### src/rtl/async_fifo_rd_stream.sv
// Read-side consumer for async_fifo1: pops FIFO words into a 2-entry head/skid buffer and presents them as a valid/ready stream.
// Optional sequence checker enabled by defining RD_STREAM_SEQ_CHECK_EN.
module async_fifo_rd_stream #(
    parameter int DATASIZE = 8
) (
    input  logic                rclk,
    input  logic                rrst,
    input  logic                fifo_rempty,
    input  logic [DATASIZE-1:0] fifo_rdata,
    output logic                fifo_rinc,
    input  logic                flush,
    output logic                m_valid,
    output logic [DATASIZE-1:0] m_data,
    input  logic                m_ready,
    output logic [1:0]          buf_cnt,
    output logic                seq_err
);

    // Handshake: a word transfers on an rclk edge where m_valid && m_ready; while
    // m_valid && !m_ready, m_data and m_valid hold. fifo_rinc never depends on m_ready.
    typedef enum logic [1:0] {
        ST_EMPTY = 2'd0,
        ST_ONE   = 2'd1,
        ST_FULL  = 2'd2
    } state_t;

    state_t              state_q;
    state_t              state_d;
    logic [DATASIZE-1:0] head_q;
    logic [DATASIZE-1:0] skid_q;
    logic                pop;
    logic                take;

    assign pop    = fifo_rinc;
    assign take   = m_valid && m_ready;
    assign m_data = head_q;

    always_ff @(posedge rclk or posedge rrst) begin
        if (rrst) begin
            state_q <= ST_EMPTY;
        end else begin
            state_q <= state_d;
        end
    end

    always_comb begin
        state_d = state_q;
        if (flush) begin
            state_d = ST_EMPTY;
        end else begin
            case (state_q)
                ST_EMPTY: if (pop) state_d = ST_ONE;
                ST_ONE: begin
                    if (pop && !take)      state_d = ST_FULL;
                    else if (!pop && take) state_d = ST_EMPTY;
                end
                ST_FULL:  if (take) state_d = ST_ONE;
                default:  state_d = ST_EMPTY;
            endcase
        end
    end

    // Popping is also held off during reset so the FIFO is left untouched.
    always_comb begin
        m_valid   = (state_q != ST_EMPTY);
        fifo_rinc = !rrst && !fifo_rempty && !flush && (state_q != ST_FULL);
        buf_cnt   = state_q;
    end

    always_ff @(posedge rclk or posedge rrst) begin
        if (rrst) begin
            head_q <= '0;
            skid_q <= '0;
        end else if (!flush) begin
            case (state_q)
                ST_EMPTY: if (pop) head_q <= fifo_rdata;
                ST_ONE: begin
                    if (pop && take) head_q <= fifo_rdata;
                    else if (pop)    skid_q <= fifo_rdata;
                end
                ST_FULL:  if (take) head_q <= skid_q;
                default: ;
            endcase
        end
    end

`ifdef RD_STREAM_SEQ_CHECK_EN
    logic                seq_seeded;
    logic [DATASIZE-1:0] seq_exp;

    // Expected value always re-seeds from the word just taken, so one gap flags once.
    always_ff @(posedge rclk or posedge rrst) begin
        if (rrst) begin
            seq_seeded <= 1'b0;
            seq_exp    <= '0;
            seq_err    <= 1'b0;
        end else if (flush) begin
            seq_seeded <= 1'b0;
            seq_err    <= 1'b0;
        end else if (take) begin
            seq_seeded <= 1'b1;
            seq_exp    <= m_data + DATASIZE'(1);
            if (seq_seeded && (m_data != seq_exp)) begin
                seq_err <= 1'b1;
            end
        end
    end
`else
    assign seq_err = 1'b0;
`endif

endmodule
### config.mk
export PLATFORM = sky130hd
export DESIGN_NAME = async_fifo_rd_stream
export DESIGN_NICKNAME = d
export VERILOG_FILES = /design/src/rtl/async_fifo_rd_stream.sv
export SDC_FILE = /design/constraint.sdc
export NUM_CORES = 1
export LEC_CHECK = 0
export ABC_CLOCK_PERIOD_IN_PS = 3240
export BUFFER_PORTS_ARGS = -buffer_cell sky130_fd_sc_hd__buf_4
export CAP_MARGIN = 20
export CORE_ASPECT_RATIO = 1.5
export CORE_MARGIN = 5
export CORE_UTILIZATION = 39
export DETAILED_ROUTE_END_ITERATION = 10
export PLACE_DENSITY_LB_ADDON = 0.08
export SLEW_MARGIN = 20
export SYNTH_ARGS = -nofsm -noshare
export SYNTH_HDL_FRONTEND = slang
export SYNTH_SLANG_ARGS = --single-unit
export TNS_END_PERCENT = 10
### constraint.sdc
create_clock -name rclk -period 3.24 [get_ports rclk]
set_clock_uncertainty 0.1 [all_clocks]
set_input_delay 0.324 -clock rclk [delete_from_list [all_inputs] [get_ports rclk]]
set_output_delay 0.324 -clock rclk [all_outputs]
set_load 0.01 [all_outputs]
== Word level (Yosys, flattened, before mapping) ==
Cells that the tools add are included.

* Bits in registers: 18
* Input port bits: 13
* Output and inout bits: 13
* Word-level logic and storage cells: 42

* Eq/ne operators: 9
* Muxes and demuxes: 10
* Bitwise operators: 2
* Reductions and logical operators: 18

{| class="wikitable"
|+ Operators by type and width
! cell !! number
|-
| $mux W8 || 3
|-
| $pmux W8 S3 || 1
|-
| $mux W2 || 5
|-
| $ne A2 B2 Y1 const B || 4
|-
| $logic_and A1 B1 Y1 || 7
|-
| $ne A3 B3 Y1 const B || 2
|-
| $pmux W2 S3 || 1
|-
| $logic_not A1 Y1 || 5
|-
| $reduce_and A5 Y1 || 1
|-
| $ne A4 B4 Y1 const B || 1
|-
| $reduce_and A4 Y1 || 1
|-
| $reduce_and A3 Y1 || 1
|-
| $reduce_bool A3 Y1 || 1
|-
| $eq A2 B1 Y1 const B || 1
|-
| $eq A2 B2 Y1 const B || 1
|-
| $logic_not A2 Y1 || 1
|-
| $not A1 Y1 || 2
|-
| $reduce_bool A2 Y1 || 1
|}

== Longest topological paths before layout ==
* Depth in word-level cells: 10
* Mapped depth: 5
* Depth with buffers taken out: 4

== Worst setup path before layout ==
No wires, ideal clock.

* Path kind: reg-to-output
* Start: register state_q[1], in the netlist buf_cnt[1]
* End: output port fifo_rinc
* Arrival time: 1181 ps
* Required time: 2816 ps
* Slack: 1635 ps
* Cell stages (with the launch flop): 4
* Path buffers: 1
* Path through: dfrtp_1 nor2b_1 buf_4 nor4_1

* Longest elaborated chain between the ends: 2

{| class="wikitable"
|+ RTL lines
! element !! line !! RTL
|-
| start: declaration || 27 || <nowiki>state_t state_q;</nowiki>
|-
| start signal: assignment || 42 || <nowiki>state_q <= state_d;</nowiki>
|-
| $ne A2 B2 Y1 || 66 || <nowiki>fifo_rinc = !rrst && !fifo_rempty && !flush && (state_q != ST_FULL);</nowiki>
|-
| $logic_and A1 B1 Y1 || 66 ||
|-
| end: declaration || 10 || <nowiki>output logic fifo_rinc,</nowiki>
|}

Every way passes these cells.

== Worst setup path in the final report ==
Same ends and word-level chain as after synthesis.

==> reports/qor.yml <==
p_leak_uw: 0.000512
antenna_found_initial: 0
drc: 0
syn_area_sq_um: 848
fmax_mhz: 517
hold_violations: 0
core-area_sq_mm: 0.00205
yosysWarnings: 0
ff_latch_area_sq_um: 450
cts-root-buf: "clkbuf_4"
io_buffer_count: 24
grt_max_degree: 19
die_y_microns: 67.1
n_fill_cell: 189
postCtsSetupRepairBufs: 0
finalCriticalPeriod_ns: 1.94
cts_tree: "done"
synth_nets: 86
syn_inst: 73
avgViaCountPerCell: 4.97
worst_pin_slew_ns: 0.680
synth_seq_area_share_pct: 53.1
syn_avg_cell_area_sq_um: 11.6
cp-end-kind: "primary output"
track_usage_pct: 12.0
insertion_delay_ns: 0.30
drt_wl_total_microns: 1620
areaGrowthSynthToFinish_pct: 27.3
dp_hpwl_microns: 1220
rsz0062_at_grt: "false"
antenna_left: 0
finalSetupViolations: 0
cp.required_ns: 2.82
start_kind: "flop"
final_common_cell: "buf_4"
vias: 601
clock_path_buffers: 2
drtPass1Iterations: 2
ys_types: 22
overflow: 0
die_w_microns: 48.1
power_density_mw_per_mm2: 499
antenna_cells: 0
hold_buffers: 0
worstSetupPathType: "flop to primary output"
slew_violations: 0
peakVddDrop_mv: 0.261
cts_inserted_buffers: 3
dieArea_sq_mm: 0.00323
htreeDepth: 1
slew_headroom_pct: 54.6
grt_pass1_vias: 591
layout_common_cells: "buf_4, dfrtp_1, mux2i_1"
io_pins: 26
drv_cap: 0
period_share_pct: 59.7
p_total_uw: 539
status: "completed"
layout.nets: 113
grt_pass1_wl_microns: 2730
arrival_ns: 1.51
final.setup.tns_ns: 0
crit_fanout: 10
hold_path.class: "input port to async pin"
drtIter0Drc: 13
std_cell_rows: 20
gp_congestion: 0.757
clkSinkCount: 18
multi_input_area_sq_um: 374
drive_gt1_share_pct: 41.4
synth_seq_cells: 18
cts_resized: 0
routedWlPerCell_microns: 13.4
start_util_pct: 41.3
clkTransAtPathRegs_ns: 0.10
-- path summary, 6_finish.rpt --
check | from | endpoint | slack (ns) | depth (start not counted)
max | buf_cnt[1] | fifo_rinc | 1.30 | 4
min | rrst | buf_cnt[0] | 0.06 | 2
max reg2reg | buf_cnt[1] | skid_q[2] | 1.64 | 3
min reg2reg | m_data[1] | m_data[1] | 0.39 | 2
max in group asynchronous | rrst | skid_q[4] | 2.55 | 2
min in group rclk | m_ready | buf_cnt[1] | 0.11 | 2
-- registers in the layout, summed over array words and instances (netlist names) --
name	count
skid_q	8
m_data	8
buf_cnt	2
-- cell families (layout without fill, tap and decap cells) --
kind of cell | after synthesis | count (layout) | share of synthesized area (%)
AOI/OAI and AO/OA | 12 | 12 | 7.97
buffers and inverters | 4 | 30 | 2.80
DFF | 18 | 18 | 53.1
muxes | 17 | 17 | 21.2
other | 1 | 1 | 0.442
and+or+nand+nor | 21 | 21 | 14.5
-- stage by stage --
| step | hold WS (ns) | instance area, sq um | utilization [%] | instances | worst slack, ns |
|---|---|---|---|---|---|
| 2_1_floorplan | 0.163 | 848 | - | 73 | 1.64 |
| 3_3_place_gp | 0.375 | 1040 | 50.9 | 117 | 1.66 |
| 3_5_place_dp | 0.371 | 1040 | 50.9 | 117 | 1.64 |
| 4_1_cts | 0.0909 | 1080 | 52.6 | 121 | 1.31 |
| 5_1_grt | 0.102 | 1080 | 52.6 | 121 | 1.17 |
| 6_report | 0.0565 | 1080 | 52.6 | 121 | 1.30 |
-- synthesized netlist by cell type --
cell type  count  area (sq um)
nand2b_1       1          6.26
mux2i_1        9          90.1
nor2_1         2          7.51
o21ai_1        2          10.0
nor4_1         1          6.26
a21oi_1        2          10.0
nor3_1         2          10.0
dfrtp_1       18           450
nor2b_1        3          18.8
mux2_2         8          90.1
or2_2          1          6.26
inv_1          1          3.75
o22a_1         1          8.76
buf_4          2          15.0
nand2_1        8          30.0
nand2_2        1          6.26
a21oi_2        1          8.76
buf_2          1          5.00
nor4bb_1       1          10.0
conb_1         1          3.75
nor4_4         1          21.3
o21ai_0        6          30.0
-- where the power goes --
| group | switching [uW] | total, uW | internal, uW |
|---|---|---|---|
| sequential | 21.3 | 285 | 264 |
| clock | 71.3 | 140 | 68.6 |
| combinational | 49.5 | 114 | 64.7 |
| total | 142 | 539 | 397 |
-- layer usage --
| metal | track usage [%] | share of wire (%) |
|---|---|---|
| met4 | 7.07 | 2.7 |
| met3 | 1.89 | 7.4 |
| met1 | 14.6 | 41 |
| met2 | 19.0 | 48 |
| met5 | 0 | 0 |
-- worst max-delay path: stages, from the launching register on --
cell and delay (ns):
dfrtp_1 0.49, nor2b_1 0.17, buf_4 0.19, nor4_1 0.19, buf_4 0.17
-- final cells by class --
type                       instances  share of cell area [%]
clock buffer                       4                    3.36
inverter                           1                   0.348
multi-input combinational         51                    34.6
sequential                        18                    41.7
tap                               22                    2.55
timing repair buffer              25                    17.4
Note: power is estimated with default switching activity, not from simulation.
